--- src/rtl/sys_reg_scanner.sv ---
// Register-file scanner: sweeps the CPU debug read address over a range and
// queues {address, value} captures in a show-ahead FIFO.
module sys_reg_scanner #(
  parameter int DATA_W   = 32,
  parameter int ADDR_W   = 5,
  parameter int DEPTH    = 16,
  parameter int READ_LAT = 1
) (
  input  logic                         SYS_clk,
  input  logic                         SYS_reset,
  input  logic                         SCAN_start,
  input  logic                         SCAN_stop,
  input  logic [1:0]                   SCAN_mode,
  input  logic [ADDR_W-1:0]            SCAN_first,
  input  logic [ADDR_W-1:0]            SCAN_last,
  output logic [ADDR_W-1:0]            SCAN_reg_addr,
  input  logic [DATA_W-1:0]            SCAN_reg_val,
  input  logic                         SCAN_rd_en,
  output logic [ADDR_W+DATA_W-1:0]     SCAN_rd_data,
  output logic                         SCAN_rd_valid,
  output logic                         SCAN_busy,
  output logic                         SCAN_overflow,
  output logic [$clog2(DEPTH+1)-1:0]   SCAN_count
);

  localparam int NREG  = 1 << ADDR_W;
  localparam int PTR_W = $clog2(DEPTH);
  localparam int CNT_W = $clog2(DEPTH + 1);
  localparam int LAT_W = (READ_LAT > 1) ? $clog2(READ_LAT) : 1;
  localparam int ENT_W = ADDR_W + DATA_W;

  localparam logic [LAT_W-1:0] LAT_RELOAD = LAT_W'(READ_LAT - 1);
  localparam logic [CNT_W-1:0] FULL_CNT   = CNT_W'(DEPTH);

  localparam logic [0:0] ST_IDLE = 1'b0;
  localparam logic [0:0] ST_SCAN = 1'b1;

  localparam logic [1:0] MODE_SINGLE = 2'b00;
  localparam logic [1:0] MODE_CHANGE = 2'b10;

  logic [0:0]        state;
  logic [ADDR_W-1:0] first_q;
  logic [ADDR_W-1:0] last_q;
  logic [1:0]        mode_q;
  logic [1:0]        mode_in;
  logic [LAT_W-1:0]  lat_cnt;

  logic [DATA_W-1:0] shadow [NREG];
  logic [NREG-1:0]   shadow_vld;

  logic [ENT_W-1:0]  fifo_mem [DEPTH];
  logic [PTR_W-1:0]  wr_ptr;
  logic [PTR_W-1:0]  rd_ptr;
  logic [PTR_W-1:0]  rd_ptr_nxt;
  logic [ENT_W-1:0]  head_next;

  logic start_ok, capture, at_last, changed;
  logic push_req, push_ok, pop_ok, full, drop;
  logic [ENT_W-1:0] push_data;

  // A stop in the same cycle as a start wins; otherwise start (re)launches.
  assign start_ok  = SCAN_start && !((state == ST_SCAN) && SCAN_stop);
  // A restart abandons the capture that would have landed on its edge.
  assign capture   = (state == ST_SCAN) && !start_ok && (lat_cnt == '0);
  assign at_last   = (SCAN_reg_addr == last_q);
  assign changed   = !shadow_vld[SCAN_reg_addr] || (shadow[SCAN_reg_addr] != SCAN_reg_val);
  assign push_req  = capture && ((mode_q != MODE_CHANGE) || changed);
  assign push_data = {SCAN_reg_addr, SCAN_reg_val};

  assign full    = (SCAN_count == FULL_CNT);
  assign pop_ok  = SCAN_rd_en && (SCAN_count != '0);
  assign push_ok = push_req && (!full || pop_ok);
  assign drop    = push_req && full && !pop_ok;

  assign mode_in    = (SCAN_mode == 2'b11) ? MODE_SINGLE : SCAN_mode;
  assign rd_ptr_nxt = rd_ptr + PTR_W'(1);

  assign SCAN_busy     = (state == ST_SCAN);
  assign SCAN_rd_valid = (SCAN_count != '0);

  // NOTE: every clocked block uses non-blocking assignments so all registers
  // update together from the values seen before the edge.
  always_ff @(posedge SYS_clk) begin
    if (SYS_reset) begin
      state         <= ST_IDLE;
      SCAN_reg_addr <= '0;
      lat_cnt       <= '0;
      first_q       <= '0;
      last_q        <= '0;
      mode_q        <= MODE_SINGLE;
    end else if (start_ok) begin
      state         <= ST_SCAN;
      SCAN_reg_addr <= SCAN_first;
      first_q       <= SCAN_first;
      last_q        <= SCAN_last;
      mode_q        <= mode_in;
      lat_cnt       <= LAT_RELOAD;
    end else if (state == ST_SCAN) begin
      if (capture) begin
        lat_cnt <= LAT_RELOAD;
        if (!at_last)
          SCAN_reg_addr <= SCAN_reg_addr + ADDR_W'(1);
        else if (mode_q == MODE_SINGLE)
          state <= ST_IDLE;
        else
          SCAN_reg_addr <= first_q;
      end else begin
        lat_cnt <= lat_cnt - LAT_W'(1);
      end
      if (SCAN_stop)
        state <= ST_IDLE;
    end
  end

  always_ff @(posedge SYS_clk) begin
    if (SYS_reset)
      shadow_vld <= '0;
    else if (start_ok)
      shadow_vld <= '0;
    else if (capture)
      shadow_vld[SCAN_reg_addr] <= 1'b1;
  end

  // NOTE: storage arrays are not reset; their valid bits and pointers are,
  // so stale contents are never observed.
  always_ff @(posedge SYS_clk) begin
    if (capture)
      shadow[SCAN_reg_addr] <= SCAN_reg_val;
  end

  always_ff @(posedge SYS_clk) begin
    if (push_ok)
      fifo_mem[wr_ptr] <= push_data;
  end

  // NOTE: head_next gets a default before any branch so no latch is inferred.
  always_comb begin
    head_next = SCAN_rd_data;
    if (SCAN_count == '0) begin
      if (push_ok)
        head_next = push_data;
    end else if (pop_ok) begin
      if (SCAN_count == CNT_W'(1)) begin
        if (push_ok)
          head_next = push_data;
      end else begin
        head_next = fifo_mem[rd_ptr_nxt];
      end
    end
  end

  always_ff @(posedge SYS_clk) begin
    if (SYS_reset) begin
      wr_ptr        <= '0;
      rd_ptr        <= '0;
      SCAN_count    <= '0;
      SCAN_overflow <= 1'b0;
      SCAN_rd_data  <= '0;
    end else begin
      if (push_ok)
        wr_ptr <= wr_ptr + PTR_W'(1);
      if (pop_ok)
        rd_ptr <= rd_ptr_nxt;
      if (push_ok && !pop_ok)
        SCAN_count <= SCAN_count + CNT_W'(1);
      else if (pop_ok && !push_ok)
        SCAN_count <= SCAN_count - CNT_W'(1);
      if (start_ok)
        SCAN_overflow <= 1'b0;
      else if (drop)
        SCAN_overflow <= 1'b1;
      SCAN_rd_data <= head_next;
    end
  end

endmodule

--- config.mk ---
export PLATFORM = sky130hd
export DESIGN_NAME = sys_reg_scanner
export DESIGN_NICKNAME = d
export VERILOG_FILES = /design/src/rtl/sys_reg_scanner.sv
export SDC_FILE = /design/constraint.sdc
export NUM_CORES = 2
export LEC_CHECK = 0
export CORE_ASPECT_RATIO = 1.25
export CORE_UTILIZATION = 67
export DETAILED_ROUTE_END_ITERATION = 12
export PLACE_DENSITY = 0.84
export SETUP_SLACK_MARGIN = 0.3
export SYNTH_ARGS = -nofsm -noshare
export SYNTH_HDL_FRONTEND = slang
export SYNTH_SLANG_ARGS = --single-unit
--- constraint.sdc ---
create_clock -name SYS_clk -period 11.7 [get_ports SYS_clk]
set_input_delay 1.17 -clock SYS_clk [delete_from_list [all_inputs] [get_ports SYS_clk]]
set_output_delay 1.17 -clock SYS_clk [all_outputs]
set_load 0.02 [all_outputs]
==> metrics.cfg <==
[clock_network]
clk_latency_ns = 0.77
post_cts_buffers = 0
clockBufferDepth = 3
clockRootBuffer = clkbuf_16
hold_buffers = 0
cts_tree = done
clk_pin_slew_ns = 0.07
cts_resized = 0
cts_num_sinks = 1723
numCtsBuffers = 154
htree_levels = 4

[critical_path]
critPathCaptureType = flop
critPathMostFrequentCell = buf_4
path_class = flop to flop
worst-path-buf-inv = 5
required_ns = 12.06
worstPathCellList = buf_4, buf_4, inv_2, buf_4, a221oi_1, a22oi_1, a31oi_1, nor4_1, nand4bb_1, or2_2, buf_4, o21a_2, and4b_2
cp.arrival_ns = 7.31
crit_family = buffers and inverters
cpMaxStageDelayCell = and4b_2
start_kind = flop
cpPeakStageDelay_ns = 1.14
path_max_fanout = 43

[synthesis]
ys_top_cells_by_count = edfxtp_1 (1616), mux4_2 (413), nor2_1 (219)
synth_area_mm2 = 0.0677
synth.most_common_cell = edfxtp_1
synth.ff_latch_count = 1723
synth-edff-count = 1616
ys_seq_area_share_pct = 74.8
syn_inst = 3404
yosysWarnings = 0
synth_fp_nets = 3466
syn_avg_cell_area_um2 = 19.9
async_flop_share_pct = 0
synth_top_area_share_pct = 71.6
yosys-top-cells-area = edfxtp_1 (72%), mux4_2 (14%), dfxtp_1 (3.2%)
synth_top_area_cell = edfxtp_1
ys_types = 76
ys.flop_type = edfxtp_1

[floorplanning]
die_area_mm2 = 0.102
die_w_um = 286
rows = 130
core_mm2 = 0.100
die_y_um = 358
ios = 99
start_util_pct = 67.5

[timing]
max-slew-margin-rel_pct = 7.42
finalMaxSlewViolations = 0
tns_ns = 0
tightest_slew_ns = 1.39
finalHoldViolations = 0
setup_viol = 0
final.period_utilization_pct = 59.4
finClkSkew_ns = 0.0277
rsz0062_at_grt = no
fmax_mhz = 144
fin_crit_ns = 6.95

[place]
placed_cell_area_mm2 = 0.0705
io_buffer_count = 98
place_congestion = 0.866
dpl.cell_count = 4733
post-dp-hpwl_um = 93800

[drt]
dr.pass1.iters = 9
drtIter0Drc = 7046
routed_wl_um = 195000
viasPerCell = 7.70
drtAntennaViolNets = 0
wl_per_cell_um = 38.8
drc = 0
routed-via-count = 38600

[power_and_ir_drop]
switching_share_pct = 26.9
clockPowerShare_pct = 35.0
share_comb_of_total_power_pct = 18.0
seqPwrFrac_pct = 47.1
p_sw_w = 0.00399
power_per_cell_area_mw_per_mm2 = 196
p_leak_nw = 23.7
ir_drop_v = 0.000181
power.internal_w = 0.0108
finalPower_w = 0.0148

[grt]
grt-ovfl-total = 0
grt_use_total_pct = 38.6
grt_pass1_vias = 38755
antenna_found_initial = 10
grt_max_degree = 117
grt_pass1_wl_um = 275000

[final_layout]
fin_util_pct = 75.3
syn2layout_area_growth_pct = 11.6
layout.cells.non_filler = 5011
finalInstanceArea_mm2 = 0.0756
drive_above_1_share_pct = 23.2
nFillCells = 4821
final_nets = 3631

[outcome]
status = complete, no violations

[run]
maxCapViolations = 0

[hold_path]
hp-class = flop to flop

## layer usage
layer,global-route usage [%],wire (um),up-vias
met3,8.70,25900,963
met5,0,38,-
met1,48.3,59300,19198
met2,62.4,95000,4110
li1,-,-,14323
met4,23.9,14300,6
## power by group through the flow
stage | registers, W | clock network (W) | logic (W)
2_1_floorplan | 0.00709 | 0 | 0.00163
3_3_place_gp | 0.00708 | 0 | 0.00240
3_5_place_dp | 0.00709 | 0 | 0.00248
4_1_cts | 0.00697 | 0.00516 | 0.00260
5_1_grt | 0.00698 | 0.00537 | 0.00275
6_report | 0.00698 | 0.00518 | 0.00266
## final timing paths
path                    from               to  slack, ns  cells after the start
setup reg to reg        flop  fifo_mem[4][11]       4.75                     13
hold reg to reg   first_q[3]       first_q[3]       0.46                      2
setup / recovery        flop  fifo_mem[4][11]       4.75                     13
hold / removal    first_q[3]       first_q[3]       0.46                      2
## through the flow
step	setup WS (ns)	hold slack [ns]
after floorplan	4.38	0.433
after global placement	5.30	0.442
after detailed placement	5.09	0.443
after CTS	4.91	0.452
after global routing	4.66	0.484
final	4.75	0.460
## placed cells by master (no fill, tap or decap), drive strengths merged, types with 8 or more instances in the layout
| cell type | Yosys | final |
|---|---|---|
| mux2i | 131 | 131 |
| nor2 | 221 | 221 |
| nand3 | 22 | 22 |
| dfxtp | 107 | 107 |
| mux2 | 14 | 14 |
| mux4 | 413 | 413 |
| a221o | 38 | 38 |
| nor2b | 16 | 16 |
| a21oi | 29 | 29 |
| o21ai | 146 | 146 |
| xor2 | 24 | 24 |
| nand4 | 8 | 8 |
| nand2b | 8 | 8 |
| nand2 | 62 | 62 |
| buf | 94 | 122 |
| clkdlybuf4s50 | 0 | 80 |
| xnor2 | 12 | 12 |
| o21a | 10 | 10 |
| clkinv | 2 | 53 |
| and4b | 8 | 8 |
| bufinv | 0 | 16 |
| inv | 43 | 51 |
| o221ai | 8 | 8 |
| a22oi | 40 | 40 |
| or3 | 9 | 9 |
| o211ai | 13 | 13 |
| edfxtp | 1616 | 1616 |
| and3 | 8 | 8 |
| ha | 13 | 13 |
| o22ai | 8 | 8 |
| nor3 | 80 | 80 |
| clkbuf | 99 | 197 |
| a221oi | 17 | 17 |
## tightest hold or removal path, cell delays in order (launching register included)
cell	delay [ns]
dfxtp_1	0.31
nand2_1	0.05
a21oi_1	0.05
## cell families after synthesis
logic type                 count (synthesis)  share of synthesized area [%]
and+or+nand+nor                          480                           3.35
adders and majority gates                 13                          0.240
AOI/OAI and AO/OA                        356                           3.55
buffers and inverters                    238                           1.69
muxes                                    558                           15.9
DFF                                     1723                           74.8
xor gates and xnor gates                  36                          0.465
## layout make-up
type | count | area (um^2) | share of cell area, %
Tap cell | 1320 | 1650 | 2.19
Clock buffer | 197 | 4220 | 5.59
Timing Repair Buffer | 202 | 1680 | 2.23
Sequential cell | 1723 | 50700 | 67.1
Multi-Input combinational cell | 1443 | 16300 | 21.6
Clock inverter | 80 | 838 | 1.11
Antenna cell | 1 | 2.50 | 0.00331
Inverter | 45 | 169 | 0.223
## registers in the layout, indices dropped and copies added (netlist names), 5 cells and up, named ones only
name,cells
SCAN_count,5
SCAN_reg_addr,5
first_q,5
fifo_mem,592
shadow,1024
SCAN_rd_data,37
last_q,5
shadow_vld,32
Power figures use the tool's default switching activity.
